--- src/rtl/wb_cmd_pkg.sv ---
// rtl/wb_cmd_pkg.sv - shared state encoding, status codes and header layout for wb_cmd_master
package wb_cmd_pkg;

   typedef enum logic [2:0] {
      ST_HDR  = 3'd0,
      ST_ADDR = 3'd1,
      ST_DATA = 3'd2,
      ST_REQ  = 3'd3,
      ST_WAIT = 3'd4,
      ST_RSP  = 3'd5
   } state_t;

   localparam logic [7:0] STATUS_OK      = 8'h00;
   localparam logic [7:0] STATUS_TIMEOUT = 8'h01;

   localparam int HDR_WE_BIT  = 7;
   localparam int HDR_SEL_MSB = 3;
   localparam int HDR_SEL_LSB = 0;

   localparam logic [2:0] RSP_LAST_WR = 3'd0;
   localparam logic [2:0] RSP_LAST_RD = 3'd4;

   // Response byte idx: 0 is the status, 1..4 are the read data, least significant first.
   function automatic logic [7:0] rsp_byte(input logic [7:0]  status,
                                           input logic [31:0] data,
                                           input logic [2:0]  idx);
      logic [7:0] b;
      case (idx)
         3'd0:    b = status;
         3'd1:    b = data[7:0];
         3'd2:    b = data[15:8];
         3'd3:    b = data[23:16];
         3'd4:    b = data[31:24];
         default: b = 8'h00;
      endcase
      return b;
   endfunction

endpackage

--- src/rtl/wb_cmd_master.sv ---
// rtl/wb_cmd_master.sv - byte-stream command to single Wishbone transaction bridge
// Optional WAIT timeout enabled by defining WB_CMD_MASTER_TIMEOUT_EN.
module wb_cmd_master
   import wb_cmd_pkg::*;
#(
   parameter int WB_ADDR_WIDTH  = 6,
   parameter int TIMEOUT_CYCLES = 255
) (
   input  logic                     i_clk,
   input  logic                     i_rst_n,
   input  logic [7:0]               i_cmd_data,
   input  logic                     i_cmd_valid,
   output logic                     o_cmd_ready,
   output logic [7:0]               o_rsp_data,
   output logic                     o_rsp_valid,
   input  logic                     i_rsp_ready,
   output logic                     o_wb_cyc,
   output logic                     o_wb_stb,
   input  logic                     i_wb_stall,
   input  logic                     i_wb_ack,
   output logic                     o_wb_we,
   output logic [WB_ADDR_WIDTH-1:0] o_wb_addr,
   output logic [31:0]              o_wb_data,
   output logic [3:0]               o_wb_sel,
   input  logic [31:0]              i_wb_data
);

   state_t                   state, state_n;
   logic [1:0]               byte_cnt, byte_cnt_n;
   logic [2:0]               rsp_idx, rsp_idx_n;
   logic [7:0]               status, status_n;
   logic [31:0]              rd_data, rd_data_n;
   logic                     cmd_ready_n, cyc_n, stb_n, rsp_valid_n;
   logic                     we_n;
   logic [WB_ADDR_WIDTH-1:0] addr_n;
   logic [31:0]              wr_data_n;
   logic [3:0]               sel_n;
   logic [7:0]               rsp_data_n;
   logic                     cmd_accept;
   logic                     rsp_last;

`ifdef WB_CMD_MASTER_TIMEOUT_EN
   logic [15:0] tmo_cnt, tmo_cnt_n;
   localparam logic [15:0] TMO_LAST = 16'(TIMEOUT_CYCLES - 1);
`endif

   assign cmd_accept = i_cmd_valid && o_cmd_ready;
   assign rsp_last   = (rsp_idx == (o_wb_we ? RSP_LAST_WR : RSP_LAST_RD));

   always_comb begin
      state_n    = state;
      byte_cnt_n = byte_cnt;
      rsp_idx_n  = rsp_idx;
      status_n   = status;
      rd_data_n  = rd_data;
      we_n       = o_wb_we;
      addr_n     = o_wb_addr;
      wr_data_n  = o_wb_data;
      sel_n      = o_wb_sel;
      rsp_data_n = o_rsp_data;
`ifdef WB_CMD_MASTER_TIMEOUT_EN
      tmo_cnt_n  = tmo_cnt;
`endif

      case (state)
         ST_HDR: begin
            if (cmd_accept) begin
               we_n    = i_cmd_data[HDR_WE_BIT];
               sel_n   = i_cmd_data[HDR_SEL_MSB:HDR_SEL_LSB];
               state_n = ST_ADDR;
            end
         end
         ST_ADDR: begin
            if (cmd_accept) begin
               addr_n     = i_cmd_data[WB_ADDR_WIDTH-1:0];
               byte_cnt_n = 2'd0;
               state_n    = o_wb_we ? ST_DATA : ST_REQ;
            end
         end
         ST_DATA: begin
            if (cmd_accept) begin
               wr_data_n[{byte_cnt, 3'b000} +: 8] = i_cmd_data;
               byte_cnt_n = byte_cnt + 2'd1;
               if (byte_cnt == 2'd3) state_n = ST_REQ;
            end
         end
         ST_REQ: begin
`ifdef WB_CMD_MASTER_TIMEOUT_EN
            tmo_cnt_n = '0;
`endif
            if (!i_wb_stall) state_n = ST_WAIT;
         end
         ST_WAIT: begin
            if (i_wb_ack) begin
               status_n   = STATUS_OK;
               if (!o_wb_we) rd_data_n = i_wb_data;
               rsp_idx_n  = 3'd0;
               rsp_data_n = STATUS_OK;
               state_n    = ST_RSP;
            end
`ifdef WB_CMD_MASTER_TIMEOUT_EN
            else if (tmo_cnt == TMO_LAST) begin
               status_n   = STATUS_TIMEOUT;
               rd_data_n  = 32'h0000_0000;
               rsp_idx_n  = 3'd0;
               rsp_data_n = STATUS_TIMEOUT;
               state_n    = ST_RSP;
            end else begin
               tmo_cnt_n = tmo_cnt + 16'd1;
            end
`endif
         end
         ST_RSP: begin
            if (i_rsp_ready) begin
               if (rsp_last) begin
                  state_n = ST_HDR;
               end else begin
                  rsp_idx_n  = rsp_idx + 3'd1;
                  rsp_data_n = rsp_byte(status, rd_data, rsp_idx + 3'd1);
               end
            end
         end
         default: state_n = ST_HDR;
      endcase

      // Handshake outputs are registered from the next state so reset holds them all low.
      cmd_ready_n = (state_n == ST_HDR) || (state_n == ST_ADDR) || (state_n == ST_DATA);
      cyc_n       = (state_n == ST_REQ) || (state_n == ST_WAIT);
      stb_n       = (state_n == ST_REQ);
      rsp_valid_n = (state_n == ST_RSP);
   end

   always_ff @(posedge i_clk or negedge i_rst_n) begin
      if (!i_rst_n) begin
         state       <= ST_HDR;
         byte_cnt    <= 2'd0;
         rsp_idx     <= 3'd0;
         status      <= STATUS_OK;
         rd_data     <= 32'h0000_0000;
         o_cmd_ready <= 1'b0;
         o_wb_cyc    <= 1'b0;
         o_wb_stb    <= 1'b0;
         o_rsp_valid <= 1'b0;
         o_wb_we     <= 1'b0;
         o_wb_addr   <= '0;
         o_wb_data   <= 32'h0000_0000;
         o_wb_sel    <= 4'h0;
         o_rsp_data  <= 8'h00;
      end else begin
         state       <= state_n;
         byte_cnt    <= byte_cnt_n;
         rsp_idx     <= rsp_idx_n;
         status      <= status_n;
         rd_data     <= rd_data_n;
         o_cmd_ready <= cmd_ready_n;
         o_wb_cyc    <= cyc_n;
         o_wb_stb    <= stb_n;
         o_rsp_valid <= rsp_valid_n;
         o_wb_we     <= we_n;
         o_wb_addr   <= addr_n;
         o_wb_data   <= wr_data_n;
         o_wb_sel    <= sel_n;
         o_rsp_data  <= rsp_data_n;
      end
   end

`ifdef WB_CMD_MASTER_TIMEOUT_EN
   always_ff @(posedge i_clk or negedge i_rst_n) begin
      if (!i_rst_n) tmo_cnt <= '0;
      else          tmo_cnt <= tmo_cnt_n;
   end
`endif

endmodule

--- config.mk ---
export PLATFORM = sky130hd
export DESIGN_NAME = wb_cmd_master
export DESIGN_NICKNAME = d
export VERILOG_FILES = /design/src/rtl/wb_cmd_pkg.sv /design/src/rtl/wb_cmd_master.sv
export SDC_FILE = /design/constraint.sdc
export NUM_CORES = 1
export LEC_CHECK = 0
export ABC_CLOCK_PERIOD_IN_PS = 2100
export CAP_MARGIN = 25
export CORE_MARGIN = 8
export CORE_UTILIZATION = 51
export CTS_BUF_LIST = sky130_fd_sc_hd__clkbuf_2
export CTS_CLUSTER_SIZE = 8
export DETAILED_ROUTE_END_ITERATION = 10
export GPL_TIMING_DRIVEN = 0
export HOLD_SLACK_MARGIN = 0.15
export PLACE_DENSITY = 0.82
export SYNTH_ARGS = -nofsm -noshare
export SYNTH_HDL_FRONTEND = slang
export SYNTH_SLANG_ARGS = --single-unit
--- constraint.sdc ---
create_clock -name i_clk -period 2.1 [get_ports i_clk]
set_input_delay 0.315 -clock i_clk [delete_from_list [all_inputs] [get_ports i_clk]]
set_output_delay 0.315 -clock i_clk [all_outputs]
set_load 0.01 [all_outputs]
==> summary.txt, run 1 <==
Clock network
  • Clock Latency Late Sink: 0.53 ns
  • Clk slew on worst S/H paths: 0.27 ns
  • CTS Sinks: 95
  • Max clock buf depth: 2
  • Total CTS buffers: 9
  • Cell at the root of the clock tree: clkbuf_2
  • CTS H-tree depth: 3
  • CTS tree: yes

Logic synthesis
  • Synth Area in Compound Gates: 0.1042
  • Netlist cell types: 41
  • Synth Area in Simple Gates: 0.1349
  • Sequential-to-total area share from yosys stat: 0.5719
  • Ranking of synthesized cells by area: dfrtp_1 (57%), mux2_2 (12%), nand2_1 (6.1%)
  • Area of the mapped netlist: 0.004156 mm2
  • Register bit total from synthesis: 95
  • Share of the synthesized area in the top cell type: 0.5719
  • Largest family of logic cells by synthesized area: simple AND/OR/NAND/NOR gates
  • Synth Area in Adders: 0.03311
  • Primary FF master, synth: dfrtp_1
  • XOR/XNOR Fraction of Synth Area: 0.006020
  • Synth Warn #: 0
  • Post-synth net total: 408
  • Synth area leader: dfrtp_1
  • Gate Count Post-Synth: 351
  • Post-synth ARST share: 1.000
  • Mux cell area share after synthesis: 0.1267
  • Post-synth EDFFs: 0
  • Mean post-synth cell area: 11.84 um2

Route
  • Detailed-route DRC error count: 0
  • Vias: 3222
  • Routed Antenna Nets: 0
  • DR pass1 iterations: 5
  • Iter 0 DRT Violations: 129
  • Drt wl/cell: 18.86 um
  • Post-Route WL: 10860 um
  • Vias per inst: 5.594

Layout
  • Layout Cells excl Fill: 576
  • Final core utilization: 0.6904
  • Diodes inserted: 0
  • P&R area growth vs syn: 33.74%
  • Share of layout cells above drive strength 1: 0.1847
  • Nets: 523

Die
  • Die area: 0.01129 mm2
  • Starting Density: 0.5162
  • Row cnt: 33
  • Width of the chip: 106.3 um
  • I/O pin count: 101
  • Core area: 0.008051 mm2
  • Die outline height: 106.3 um

Timing
  • Final Skew: 0.02937 ns
  • Tcrit/Tclk final: 0.9321
  • Final setup fails: 0
  • Fmax: 0.5109 GHz
  • Final TNS setup: 0 ns
  • Measured slew at the worst slew-check pin: 0.6419 ns
  • Final Max Tran Viols: 0
  • Final hold slack: 0.2020 ns
  • Crit path time final: 1.958 ns
  • Worst slew margin: 0.5702
  • Final Hold Vio Count: 0

Placement
  • Gpl congestion: 0.8101
  • Port Buf Inserts: 100
  • Dpl cells: 557
  • Detail Placement HPWL: 7859 um

Critical path
  • Crit path DAT: 2.40 ns
  • Critical Path RT: 2.54 ns
  • Worst setup path class: flip-flop to flip-flop
  • Startpoint Class: flip-flop
  • CP max FO: 10
  • Setup crit end kind: flip-flop

Power
  • P_leak: 2.335 nW
  • Total power: 6.935 mW
  • VDD IR max: 807.4 uV
  • Power Dens Cells: 1247 mW/mm2

Global route
  • Total global-route track usage: 0.1956
  • Number of global-route vias before repair: 3454
  • Global-route wire length before repair: 17710 um
  • Congestion Overflow GR: 0
  • Initial antenna violation count: 0
  • Largest net degree at the start of global routing: 70

Flow run
  • Max-cap violations: 0

Min path
  • Worst min-delay path class: input pin to asynchronous set/reset pin

Run status
  • Status: completed
cell usage after synthesis, types with 2 or more instances:
library cell	n
or3_1	2
and3b_1	2
mux2i_1	2
clkbuf_1	7
nor3b_1	5
nand3b_1	2
nand3_1	13
dfrtp_1	95
a22o_1	10
a21oi_1	2
inv_1	5
buf_4	3
nand2_1	68
mux2_2	44
a222oi_1	8
buf_2	4
nor2b_1	3
ha_1	11
nor4b_4	2
o21ai_0	40
and2_1	2
nand2b_1	2
where the power goes:
| group | switching (mW) | internal [mW] |
|---|---|---|
| Sequential | 0.474 | 2.50 |
| Clock | 0.621 | 0.292 |
| Combinational | 1.46 | 1.59 |
| Total | 2.55 | 4.38 |
worst max-delay path, stage by stage (launching register included):
cell and delay, ns:
dfrtp_1 0.48, inv_1 0.13, ha_1 0.16, clkbuf_4 0.23
nand2_2 0.11, o221ai_4 0.23, nand4_1 0.22, mux2_2 0.32
final timing paths:
| path | from | end | slack, ns | depth (start not counted) |
|---|---|---|---|---|
| max | rsp_idx[0]$_DFFE_PN0P_ | o_wb_cyc$_DFF_PN0_ | 0.14 | 7 |
| min | i_rst_n | rd_data[7]$_DFFE_PN0P_ | 0.20 | 2 |
| max reg2reg | rsp_idx[0]$_DFFE_PN0P_ | o_wb_cyc$_DFF_PN0_ | 0.14 | 7 |
| min reg2reg | o_wb_data[19]$_DFFE_PN0P_ | o_wb_data[19]$_DFFE_PN0P_ | 0.52 | 2 |
| max in group asynchronous | i_rst_n | byte_cnt[0]$_DFFE_PN0P_ | 1.21 | 3 |
| min in group i_clk | i_wb_data[7] | rd_data[7]$_DFFE_PN0P_ | 0.37 | 2 |
layout make-up:
type                    count  area, um2
inverters                   5      18.77
plain buffers              16      82.58
clock inverters             6      68.82
flip-flops and latches     95       2380
multi-input cells         235       1764
well taps                 105      131.4
fillers                   594       2492
clock buffers              10      50.05
repair buffers            104       1064
metrics by stage:
stage / cell area (um2) / setup slack, ns
6_report: 5559 / 0.1425
3_5_place_dp: 5314 / -0.2244
2_1_floorplan: 4156 / 0.3343
3_3_place_gp: 5289 / -2.677
4_1_cts: 5473 / 0.02227
5_1_grt: 5559 / -0.01667
flip-flops by register name, summed over array words and instances, names as in the netlist, 2 cells and up:
| name | cells |
|---|---|
| o_rsp_data | 8 |
| byte_cnt | 2 |
| rd_data | 32 |
| rsp_idx | 3 |
| state | 3 |
| o_wb_sel | 4 |
| o_wb_addr | 6 |
| o_wb_data | 32 |
kinds of logic after synthesis:
| logic type | Yosys count |
|---|---|
| XOR/XNOR | 2 |
| adder cells (fa/ha/maj) | 11 |
| buffers and inverters | 21 |
| AND/OR/NAND/NOR | 109 |
| flip-flops | 95 |
| multiplexers | 47 |
| AO/OA/AOI/OAI | 66 |
layer usage:
metal,wire [um],vias up,share of wire,track usage
met5,0,-,0,0
met4,116,0,0.011,0.06633
met3,931,13,0.086,0.06776
met2,5401,121,0.50,0.3231
met1,4412,1605,0.41,0.2334
li1,-,1483,-,-
placed cells by master, fill, tap and decap left out, types with 2 or more instances in the layout:
master,count
a21oi_1,2
a222oi_1,8
a22o_1,10
and2_1,2
and3b_1,2
buf_2,3
buf_4,5
clkbuf_1,7
clkbuf_2,10
clkbuf_4,2
clkdlybuf4s50_1,99
clkinv_2,2
dfrtp_1,93
dfrtp_2,2
ha_1,11
inv_1,5
mux2_2,44
mux2i_1,2
nand2_1,67
nand2b_1,2
nand3_1,12
nand3b_1,2
nor2b_1,3
nor3b_1,2
nor3b_4,3
nor4b_4,2
o21ai_0,40
or3_1,2
repair_timing:
item,in CTS,in global routing
setup buffers,1,1
endpoints found under the hold margin,95,0
hold buffers,1,0
gates resized for setup,5,12
setup endpoints to repair,31,22
pin swaps,1,0
Power figures use the tool's default switching activity.
==> run 2, diff against run 1 <==
--- a/config.mk
+++ b/config.mk
@@ -5,7 +5,7 @@
 export SDC_FILE = /design/constraint.sdc
 export NUM_CORES = 1
 export LEC_CHECK = 0
-export ABC_CLOCK_PERIOD_IN_PS = 2100
+export ABC_CLOCK_PERIOD_IN_PS = 1900
 export CAP_MARGIN = 25
 export CORE_MARGIN = 8
 export CORE_UTILIZATION = 51
==> constraint.sdc (replaced) <==
create_clock -name i_clk -period 1.9 [get_ports i_clk]
set_input_delay 0.285 -clock i_clk [delete_from_list [all_inputs] [get_ports i_clk]]
set_output_delay 0.285 -clock i_clk [all_outputs]
set_load 0.01 [all_outputs]
==> run 2 against run 1 <==
Non-clock buffer count is 17 higher; setup slack worse by 0.088 ns; combinational power is 22% higher; sequential share of layout area fell by 1.5 points; clock power is 12% higher; via count grew 2.8%; routed wire length rose by 3.8%; flip-flop and latch count did not move; fmax is 6.1% higher; critical path depth fell by 1; critical path type unchanged.
==> summary.txt, run 2 (same netlist as run 1, synthesis figures left out) <==
Placement
  • Area post-placement: 0.005314 mm2
  • Gpl congestion: 0.8101
  • Detail Placement HPWL: 7859 um
  • Port Buf Inserts: 100

Timing
  • Final Max Tran Viols: 0
  • Fmax: 0.5420 GHz
  • Measured slew at the worst slew-check pin: 0.4884 ns
  • Worst slew margin: 0.6744
  • Crit path time final: 1.845 ns
  • Final TNS setup: 0 ns
  • Final Hold Vio Count: 0
  • Final Skew: 0.02868 ns
  • Tcrit/Tclk final: 0.9711
  • Final setup fails: 0

Critical path
  • Worst setup path class: flip-flop to flip-flop
  • Crit path DAT: 2.28 ns
  • CP max FO: 10
  • CP startpoint: state[1]$_DFF_PN0_
  • Startpoint Class: flip-flop
  • Setup crit end kind: flip-flop
  • Reg-to-reg startpoint: state[1]$_DFF_PN0_
  • End of the worst register-to-register path: rd_data[14]$_DFFE_PN0P_
  • Worst setup path end: rd_data[14]$_DFFE_PN0P_
  • Worst reg2reg path depth: 6
  • Critical Path RT: 2.34 ns
  • R2r setup slk: 0.05 ns

Clock network
  • CTS H-tree depth: 3
  • Clock Latency Late Sink: 0.54 ns
  • CTS Sinks: 95
  • Clk slew on worst S/H paths: 0.27 ns
  • Total CTS buffers: 9
  • Cell at the root of the clock tree: clkbuf_2
  • CTS tree: yes
  • Max clock buf depth: 2

Layout
  • Diodes inserted: 0
  • Design area: 0.005764 mm2
  • Most common cell after layout, fill and taps aside: clkdlybuf4s50_1
  • Most frequent cells in the layout: clkdlybuf4s50_1 (97), dfrtp_1 (92), nand2_1 (67)
  • Share of layout cells above drive strength 1: 0.2316
  • Final core utilization: 0.7159
  • Nets: 540
  • Top Registers: o_wb_data: 32 flops, rd_data: 32 flops, o_rsp_data: 8 flops
  • P&R area growth vs syn: 38.68%

Route
  • Detailed-route DRC error count: 0
  • Vias per inst: 5.583
  • Routed Antenna Nets: 0
  • Vias: 3311
  • Iter 0 DRT Violations: 110
  • Post-Route WL: 11280 um
  • DR pass1 iterations: 5
  • Drt wl/cell: 19.02 um

Global route
  • Global-route wire length before repair: 18150 um
  • Total global-route track usage: 0.2012
  • Largest net degree at the start of global routing: 70
  • Initial antenna violation count: 0
  • Number of global-route vias before repair: 3510
  • Congestion Overflow GR: 0

Die
  • Row cnt: 33
  • Die outline height: 106.3 um
  • I/O pin count: 101
  • Core area: 0.008051 mm2
  • Die area: 0.01129 mm2
  • Starting Density: 0.5162
  • Width of the chip: 106.3 um

Power
  • Power Dens Cells: 1387 mW/mm2
  • P_leak: 2.465 nW
  • VDD IR max: 914.5 uV

Flow run
  • Max-cap violations: 0

Min path
  • Worst min-delay path class: input pin to asynchronous set/reset pin

Run status
  • Status: completed
run 2: worst min path at each step:
stage / start / endpoint / slack [ns] / cells after the start
finish: i_rst_n / rd_data[26]$_DFFE_PN0P_ / 0.26 / 3
global route: i_rst_n / rd_data[26]$_DFFE_PN0P_ / 0.27 / 3
CTS: i_rst_n / byte_cnt[1]$_DFFE_PN0P_ / 0.24 / 3
detailed placement: i_rst_n / rd_data[29]$_DFFE_PN0P_ / 0.23 / 1
global placement: o_wb_data[20]$_DFFE_PN0P_ / o_wb_data[20]$_DFFE_PN0P_ / 0.46 / 2
floorplan: i_rst_n / byte_cnt[0]$_DFFE_PN0P_ / -0.01 / 0
run 2: repair_timing:
action                                  4_1_cts  5_1_grt
endpoints found under the hold margin        95        0
endpoints found under the setup margin       53       81
gates resized for setup                      17       20
hold buffers                                  3        0
buffers inserted                              5       13
cloned                                        0        1
pin swaps                                     2        4
run 2: where the power goes:
group | total (mW) | switching [mW] | internal (mW)
Combinational | 3.72 | 1.73 | 1.99
Sequential | 3.26 | 0.500 | 2.76
Clock | 1.02 | 0.696 | 0.323
run 2: area by class of cell:
| class | count | area [um2] |
|---|---|---|
| Inverter | 5 | 18.77 |
| Tap cell | 105 | 131.4 |
| Clock buffer | 10 | 50.05 |
| Multi-Input combinational cell | 235 | 1787 |
| Timing Repair Buffer | 124 | 1236 |
| Clock inverter | 6 | 68.82 |
| Buffer | 13 | 91.34 |
| Sequential cell | 95 | 2381 |
| Fill cell | 563 | 2287 |
run 2: worst max-delay path: stages, from the launching register on:
cell and delay (ns):
dfrtp_1 0.41, buf_2 0.18, nand2b_1 0.21, nor4b_4 0.30, buf_6 0.17, buf_6 0.16
mux2_2 0.35
run 2: per-layer routing:
metal	global-route usage	routed length, um
met5	0	0
met4	0.07035	185
met3	0.07381	919
met2	0.3298	5563
met1	0.2390	4609
run 2: through the flow:
| step | setup WS (ns) | power (mW) | hold WS (ns) | cells |
|---|---|---|---|---|
| after floorplan | 0.1343 | 5.051 | -0.01059 | 351 |
| after global placement | -2.847 | 6.263 | 0.4626 | 556 |
| after detailed placement | -0.4244 | 6.433 | 0.2319 | 557 |
| after CTS | -0.01261 | 7.778 | 0.2403 | 581 |
| after global routing | -0.006003 | 8.493 | 0.2682 | 593 |
| final | 0.05493 | 7.998 | 0.2632 | 593 |
